[src/rtl/whack_pkg.sv]
// Shared types and constants for the whack-a-mole scoring/timer stage.
// Holds the game state encoding, display page codes and BCD digit helpers.
package whack_pkg;

  typedef enum logic [1:0] {
    ST_IDLE = 2'd0,
    ST_RUN  = 2'd1,
    ST_OVER = 2'd2
  } game_state_e;

  localparam logic [1:0] PG_TIME  = 2'd0;
  localparam logic [1:0] PG_SC_HI = 2'd1;
  localparam logic [1:0] PG_SC_LO = 2'd2;

  localparam logic [3:0] BCD_MAX_DIGIT = 4'd9;

  // Forces any out-of-range nibble back into the legal 0-9 digit range.
  function automatic logic [3:0] bcd_clamp(input logic [3:0] d);
    logic [3:0] r;
    if (d > BCD_MAX_DIGIT) begin
      r = BCD_MAX_DIGIT;
    end else begin
      r = d;
    end
    return r;
  endfunction

  // Page rotation 0 -> 1 -> 2 -> 0; the unused code 3 recovers to 0.
  function automatic logic [1:0] page_advance(input logic [1:0] pg);
    logic [1:0] r;
    case (pg)
      PG_TIME:  r = PG_SC_HI;
      PG_SC_HI: r = PG_SC_LO;
      PG_SC_LO: r = PG_TIME;
      default:  r = PG_TIME;
    endcase
    return r;
  endfunction

endpackage

[src/rtl/bcd_digit.sv]
// One BCD digit register with increment/decrement and ripple carry/borrow.
// carry_out/borrow_out are combinational so a chain of digits settles in one cycle.
module bcd_digit
  import whack_pkg::*;
#(
  parameter logic [3:0] RESET_VAL = 4'd0
) (
  input  logic       clk,
  input  logic       rst,
  input  logic       inc,
  input  logic       dec,
  input  logic       load,
  input  logic [3:0] load_val,
  output logic [3:0] value,
  output logic       carry_out,
  output logic       borrow_out
);

  assign carry_out  = inc && (value == BCD_MAX_DIGIT);
  assign borrow_out = dec && (value == 4'd0);

  // Digit register: reset, then load, then increment, then decrement.
  always_ff @(posedge clk) begin
    if (!rst) begin
      value <= bcd_clamp(RESET_VAL);
    end else if (load) begin
      value <= bcd_clamp(load_val);
    end else if (inc) begin
      value <= carry_out ? 4'd0 : (value + 4'd1);
    end else if (dec) begin
      value <= borrow_out ? BCD_MAX_DIGIT : (value - 4'd1);
    end else begin
      value <= value;
    end
  end

endmodule

[src/rtl/score_timer_bcd.sv]
// Game score (4 BCD digits) and countdown (2 BCD digits) with IDLE/RUN/OVER control.
// Presents one registered BCD page per cycle for the display driver.
module score_timer_bcd
  import whack_pkg::*;
#(
  parameter logic [7:0] GAME_SECONDS = 8'h60
) (
  input  logic       clk,
  input  logic       rst,
  input  logic       start,
  input  logic       hit,
  input  logic       tick_1hz,
  input  logic       page_tick,
  output logic [7:0] score_bcd,
  output logic [1:0] page,
  output logic       game_active,
  output logic       game_over
);

  localparam logic [3:0] GS_HI = GAME_SECONDS[7:4];
  localparam logic [3:0] GS_LO = GAME_SECONDS[3:0];

  game_state_e state;
  game_state_e state_next;

  logic [15:0] score;
  logic [7:0]  game_time;
  logic        score_sat;
  logic        score_inc;
  logic        time_dec;
  logic        reload;
  logic        last_tick;
  logic [4:0]  sc_carry;
  logic [3:0]  sc_borrow;
  logic [2:0]  tm_borrow;
  logic [1:0]  tm_carry;
  logic        unused_chain;

  assign score_sat = (score == 16'h9999);
  assign reload    = start && ((state == ST_IDLE) || (state == ST_OVER));
  assign score_inc = (state == ST_RUN) && hit && !score_sat;
  assign time_dec  = (state == ST_RUN) && tick_1hz && (game_time != 8'h00);
  assign last_tick = (state == ST_RUN) && tick_1hz && (game_time == 8'h01);

  assign sc_carry[0]  = score_inc;
  assign tm_borrow[0] = time_dec;

  // Chain ends and the fixed-direction side outputs are not needed downstream.
  assign unused_chain = ^{sc_carry[4], sc_borrow, tm_borrow[2], tm_carry};

  genvar gi;
  generate
    for (gi = 0; gi < 4; gi++) begin : g_score
      bcd_digit #(.RESET_VAL(4'd0)) u_digit (
        .clk        (clk),
        .rst        (rst),
        .inc        (sc_carry[gi]),
        .dec        (1'b0),
        .load       (reload),
        .load_val   (4'd0),
        .value      (score[4*gi +: 4]),
        .carry_out  (sc_carry[gi+1]),
        .borrow_out (sc_borrow[gi])
      );
    end
  endgenerate

  bcd_digit #(.RESET_VAL(GS_LO)) u_time_lo (
    .clk        (clk),
    .rst        (rst),
    .inc        (1'b0),
    .dec        (tm_borrow[0]),
    .load       (reload),
    .load_val   (GS_LO),
    .value      (game_time[3:0]),
    .carry_out  (tm_carry[0]),
    .borrow_out (tm_borrow[1])
  );

  bcd_digit #(.RESET_VAL(GS_HI)) u_time_hi (
    .clk        (clk),
    .rst        (rst),
    .inc        (1'b0),
    .dec        (tm_borrow[1]),
    .load       (reload),
    .load_val   (GS_HI),
    .value      (game_time[7:4]),
    .carry_out  (tm_carry[1]),
    .borrow_out (tm_borrow[2])
  );

  // Next-state logic for the game controller.
  always_comb begin
    state_next = state;
    case (state)
      ST_IDLE: begin
        if (start) begin
          state_next = ST_RUN;
        end else begin
          state_next = ST_IDLE;
        end
      end
      ST_RUN: begin
        if (last_tick) begin
          state_next = ST_OVER;
        end else begin
          state_next = ST_RUN;
        end
      end
      ST_OVER: begin
        if (start) begin
          state_next = ST_RUN;
        end else begin
          state_next = ST_OVER;
        end
      end
      default: state_next = ST_IDLE;
    endcase
  end

  // State register with status flags registered alongside it.
  always_ff @(posedge clk) begin
    if (!rst) begin
      state       <= ST_IDLE;
      game_active <= 1'b0;
      game_over   <= 1'b0;
    end else begin
      state       <= state_next;
      game_active <= (state_next == ST_RUN);
      game_over   <= (state_next == ST_OVER);
    end
  end

  // Display page rotation.
  always_ff @(posedge clk) begin
    if (!rst) begin
      page <= PG_TIME;
    end else if (page_tick) begin
      page <= page_advance(page);
    end else begin
      page <= page;
    end
  end

  // Registered page mux toward the display driver.
  always_ff @(posedge clk) begin
    if (!rst) begin
      score_bcd <= 8'h00;
    end else begin
      case (page)
        PG_TIME:  score_bcd <= game_time;
        PG_SC_HI: score_bcd <= score[15:8];
        PG_SC_LO: score_bcd <= score[7:0];
        default:  score_bcd <= 8'h00;
      endcase
    end
  end

endmodule

[config.mk]
export PLATFORM = sky130hd
export DESIGN_NAME = score_timer_bcd
export DESIGN_NICKNAME = d
export VERILOG_FILES = /design/src/rtl/whack_pkg.sv /design/src/rtl/bcd_digit.sv /design/src/rtl/score_timer_bcd.sv
export SDC_FILE = /design/constraint.sdc
export NUM_CORES = 1
export LEC_CHECK = 0
export CORE_UTILIZATION = 50
export CTS_CLUSTER_DIAMETER = 200
export DETAILED_ROUTE_END_ITERATION = 12
export HOLD_SLACK_MARGIN = 0.02
export PLACE_DENSITY_LB_ADDON = 0.08
export SLEW_MARGIN = 30
export SYNTH_ARGS = -nofsm -noshare
export SYNTH_HDL_FRONTEND = slang
export SYNTH_SLANG_ARGS = --single-unit
[constraint.sdc]
create_clock -name clk -period 1.9 [get_ports clk]
set_input_delay 0.285 -clock clk [delete_from_list [all_inputs] [get_ports clk]]
set_output_delay 0.285 -clock clk [all_outputs]
set_load 0.05 [all_outputs]
Word level (Yosys, flattened, before mapping)
Cells that the tools add are included.
Operators by class
  reductions and logical operators: 20
  $add $sub $neg: 6
  bitwise operators: 1
  equal/unequal tests: 12
  mux-type cells: 12
Operator list (count)
  4-bit two-way mux: 6
  8-bit one-hot mux with 3 select lines: 1
  4-bit by 1-bit adder with 4-bit output, second input constant: 4
  16-bit equality test, second input constant: 1
  4-bit equality test, second input constant: 4
  1-bit logical AND: 12
  8-bit by 1-bit equality test with 1-bit output, second input constant: 1
  4-bit logical NOT: 2
  8-bit nonzero test: 1
  4-bit by 1-bit subtractor with 4-bit output, second input constant: 2
  2-bit by 1-bit equality test with 1-bit output, second input constant: 3
  2-bit equality test, second input constant: 3
  2-bit one-hot mux with 3 select lines: 1
  2-bit logical NOT: 2
  2-bit two-way mux: 2
  2-bit one-hot mux with 2 select lines: 1
  2-bit OR reduction: 1
  1-bit logical NOT: 1
  1-bit logical OR: 1
  1-bit two-way mux: 1
  1-bit NOT: 1
Storage, ports and cells
  output and inout port bits: 12
  flip-flop bits (word level): 38
  bits of input ports: 6
  word-level logic and storage cells: 62

Longest topological paths before layout
  word-level depth: 8
  gate-level depth with buffers: 7
  mapped depth without buffers: 6

Cells and area by module
Synthesis repeated with hierarchy kept, for this count alone.
Unflattened totals
  cells, all modules: 381
  area, all modules: 3245.6 µm²
By module, submodules not included
  bcd_digit at g_score[0].u_digit ...: cells an instance 51, area each 422.9 µm², instances 5, seq. area each 80.1 µm²
  score_timer_bcd: cells an instance 73, area each 720.7 µm², instances 1, seq. area each 280.3 µm²
  bcd_digit at u_time_hi: cells an instance 53, area each 410.4 µm², instances 1, seq. area each 80.1 µm²

Worst setup path before layout
Ideal clock, no wire load.
  kind: flip-flop to flip-flop
  from: reg page[1]
  to: reg score_bcd[3]
  stages on the path, launching flop included: 6
  period minus slack after synthesis: 1.762 ns
  library setup time: 0.115 ns
  path buffers: 2
  path slack: 0.138 ns
  data required time: 1.785 ns
  arrival: 1.647 ns
  cell sequence: dfxtp_1 > buf_2 > buf_1 > mux2i_1 > o21ai_0 > and2_1
Between the ends
  longest elaborated chain between the ends: 2
  elaborated cells between the ends (all ways): 4
  classes of those cells: eq/ne: 2; mux: 1; reduce/logical: 1
RTL lines
  from (decl): line score_timer_bcd.sv:15  | output logic [1:0] page,
  from (signal assigned): line score_timer_bcd.sv:139  | page <= page_advance(page);
  from (signal assigned): line score_timer_bcd.sv:141  | page <= page;
  2-bit equality test (tied with other cells): line score_timer_bcd.sv:150  | case (page)
  8-bit one-hot mux with 3 select lines (*): line score_timer_bcd.sv:150
  to (signal assigned): line score_timer_bcd.sv:151  | PG_TIME: score_bcd <= game_time;
  to (signal assigned): line score_timer_bcd.sv:152  | PG_SC_HI: score_bcd <= score[15:8];
  to (signal assigned): line score_timer_bcd.sv:153  | PG_SC_LO: score_bcd <= score[7:0];
  to (decl): line score_timer_bcd.sv:14  | output logic [7:0] score_bcd,
Every way passes the cells marked *; elsewhere a longest branch is shown, timed or not.
A chain may end at the register's enable or synchronous reset.

Final worst setup path
  from: reg g_score[3].u_digit.value[0]
  to: reg g_score[3].u_digit.value[0]
Between the ends
  longest elaborated chain between the ends: 8
  elaborated cells between the ends (all ways): 10
  classes of those cells: add/sub: 1; eq/ne: 2; mux: 1; reduce/logical: 6
RTL lines
  from (decl): line bcd_digit.sv:14  | output logic [3:0] value,
  from (signal assigned): line bcd_digit.sv:25  | value <= bcd_clamp(RESET_VAL);
  from (signal assigned): line bcd_digit.sv:27  | value <= bcd_clamp(load_val);
  from (signal assigned): line bcd_digit.sv:29  | value <= carry_out ? 4'd0 : (value + 4'd1);
  16-bit equality test: line score_timer_bcd.sv:39  | assign score_sat = (score == 16'h9999);
  1-bit logical NOT: line score_timer_bcd.sv:41  | assign score_inc = (state == ST_RUN) && hit && !score_sat;
  1-bit logical AND: line score_timer_bcd.sv:41
  1-bit logical AND (4 in series): line bcd_digit.sv:19  | assign carry_out = inc && (value == BCD_MAX_DIGIT);
  4-bit two-way mux: line bcd_digit.sv:29
Parallel ways exist; a longest one is shown, timed or not.

==> impl_metrics.toml <==
[outcome]
outcome = "completed"

[synth]
ys_warn_count = 0
ys_ff_latch = 38
ys_types = 44
syn_area_per_cell_sq_um = 8.78
synth.top_cell.area_share = 0.385
yosys.cell_count.top_type = "dfxtp_1"
syn_nets = 243
yosys.area.top_type = "dfxtp_1"
netlist_instances = 225
synth_flop_cell = "dfxtp_1"
ys_top_cells_by_count = "38 x dfxtp_1, 17 x nand2_1, 15 x a21oi_1"
synthArstFlopShare = 0
syn_area_sq_um = 1980
synth_edf_count = 0
yosysSeqAreaShare = 0.385
ys_top_cells_by_area = "dfxtp_1 39%, ha_1 7.6%, mux2i_1 5.1%"

[floorplan]
die_y_um = 64.9
die_area_sq_um = 4210
placementRows = 22
core_area_sq_um = 3720
initial_core_util = 0.532
io_pins = 18
fp.dieW_um = 64.9

[global_routing]
grtUsageTotal = 0.232
grt_max_degree = 19
grt_overflow = 0
grt_pass1_wl_mm = 7.40
antenna_found_initial = 0
grt_pass1_vias = 1645

[detailed_routing]
wirelength_mm = 4.22
ant_nets = 0
vias = 1702
remaining_drc_errors = 0
drt_pass1_iterations = 4
routed_via_density = 5.69
wl_per_cell_um = 14.1
drtIter0Drc = 67

[hold_path]
hold_depth = 2
hp-class = "reg2reg"
min_to = "g_score[2].u_digit.value[1]"
worstHoldStart = "g_score[2].u_digit.value[1]"

[timing]
fmax_mhz = 567
holdWs_ns = 0.507
drv_slew = 0
tns_ns = 0
hold_violations = 0
fin_crit_sh = 0.929
setup_ws_ns = 0.135
rsz0062_at_grt = "no"
max_slew_margin = 0.663
tightest_slew_ns = 0.503
setup_violations = 0
clock_skew_ns = 0.00539
post-route-min-period_ns = 1.76

[clock_tree]
cts_tree = "yes"
cts_buffer_depth = 2
cts-buffers-inserted = 5
clk_pin_slew_ns = 0.07
cts_htree_levels = 2
cts_num_sinks = 38
insertion_delay_ns = 0.30
cts_root_buffer = "clkbuf_8"

[pwr]
vdd_drop_max_v = 0.000426
p_leak_nw = 0.860
total_power_mw = 1.59
p_per_area_nw_per_um2 = 678

[setup_path]
r2r_cells = 5
rrSetupSlack_ns = 0.14
path_class = "reg2reg"
r2r-start = "g_score[3].u_digit.value[0]"
start_kind = "flip-flop"
arrival_ns = 1.98
critPathMaxFanout = 7
timing.rr.end = "g_score[3].u_digit.value[0]"
crit_path_end_kind = "flip-flop"
crit_required_ns = 2.12

[placed_design]
post-place-ws_ns = -0.0522
portBuffers = 17
finalWeightedCongestion = 0.842
placed_cell_area_sq_um = 2250
dp_hpwl_mm = 3.13

[layout]
drive_gt1_frac = 0.112
diodes = 0
design_area_sq_um = 2350
syn_to_final_growth_pct = 18.8
nets = 268

[run]
cap_violations = 0
[power by group]
group | total [mW] | internal [mW] | switching (mW)
Clock | 0.580 | 0.293 | 0.288
Combinational | 0.182 | 0.0756 | 0.106
Sequential | 0.830 | 0.813 | 0.0165
Total | 1.59 | 1.18 | 0.410
[critical path, cell delays in order, from the launching register on]
cell,delay [ns]
dfxtp_1,0.36
ha_1,0.21
nand3b_1,0.16
or3b_1,0.46
or3_1,0.34
a21oi_1,0.16
[cell families after synthesis]
logic type / Yosys count / share of synthesized area
simple gates: 88 / 0.272
mux: 10 / 0.0507
xor+xnor: 4 / 0.0177
flops: 38 / 0.385
compound gates: 49 / 0.146
buf+inv: 24 / 0.0519
fa+ha+maj: 12 / 0.0760
[metal layers]
layer	global-route usage	routed length [um]
met5	0	0
met2	0.383	1980
met3	0.0581	203
met4	0.106	76
met1	0.282	1960
[state kept, by name (all words and copies together) (netlist names)]
name,cells
g_score.u_digit.value,16
score_bcd,8
page,2
u_time_lo.value,4
u_time_hi.value,4
game_over,1
state,2
game_active,1
[placed cells by master, fill, tap and decap left out, types with 7 or more instances in the layout]
master | synthesis | routed
clkdlybuf4s50_1 | 0 | 15
o22ai_1 | 7 | 7
and2_1 | 10 | 10
buf_4 | 0 | 14
o21ai_0 | 13 | 13
inv_1 | 12 | 12
ha_1 | 12 | 12
a21oi_1 | 15 | 15
dfxtp_1 | 38 | 36
mux2i_1 | 10 | 10
nand2_1 | 17 | 17
[repair_timing]
item                       4_1_cts  5_1_grt
hold endpoints to repair         0        0
gates resized for setup          0        2
setup buffers                    0        0
setup endpoints to repair        0        3
hold buffers                     0        0
[final cells by class]
type / count / area (sq um)
fillers: 350 / 1370
clock buffers: 7 / 86.3
clock inverters: 1 / 5.00
inverters: 12 / 45.0
flip-flops and latches: 38 / 763
well taps: 48 / 60.1
multi-input cells: 163 / 1110
repair buffers: 30 / 275
[metrics by stage]
step           std cells  utilization
6_report             299        0.632
5_1_grt              299        0.632
4_1_cts              299        0.631
3_5_place_dp         291        0.606
3_3_place_gp         291        0.606
2_1_floorplan        225            -
[worst max-delay path by stage]
stage | start | to | slack (ns) | cells after the start
2_1_floorplan | page[1] | score_bcd[3] | 0.14 | 5
3_3_place_gp | hit | g_score[2].u_digit.value[2] | -0.02 | 5
3_5_place_dp | hit | g_score[3].u_digit.value[2] | -0.05 | 5
4_1_cts | g_score[0].u_digit.value[0] | g_score[3].u_digit.value[2] | 0.09 | 5
5_1_grt | g_score[0].u_digit.value[1] | g_score[2].u_digit.value[2] | 0.01 | 6
6_report | g_score[3].u_digit.value[0] | g_score[3].u_digit.value[0] | 0.14 | 5
(Power assumes the default switching activity.)
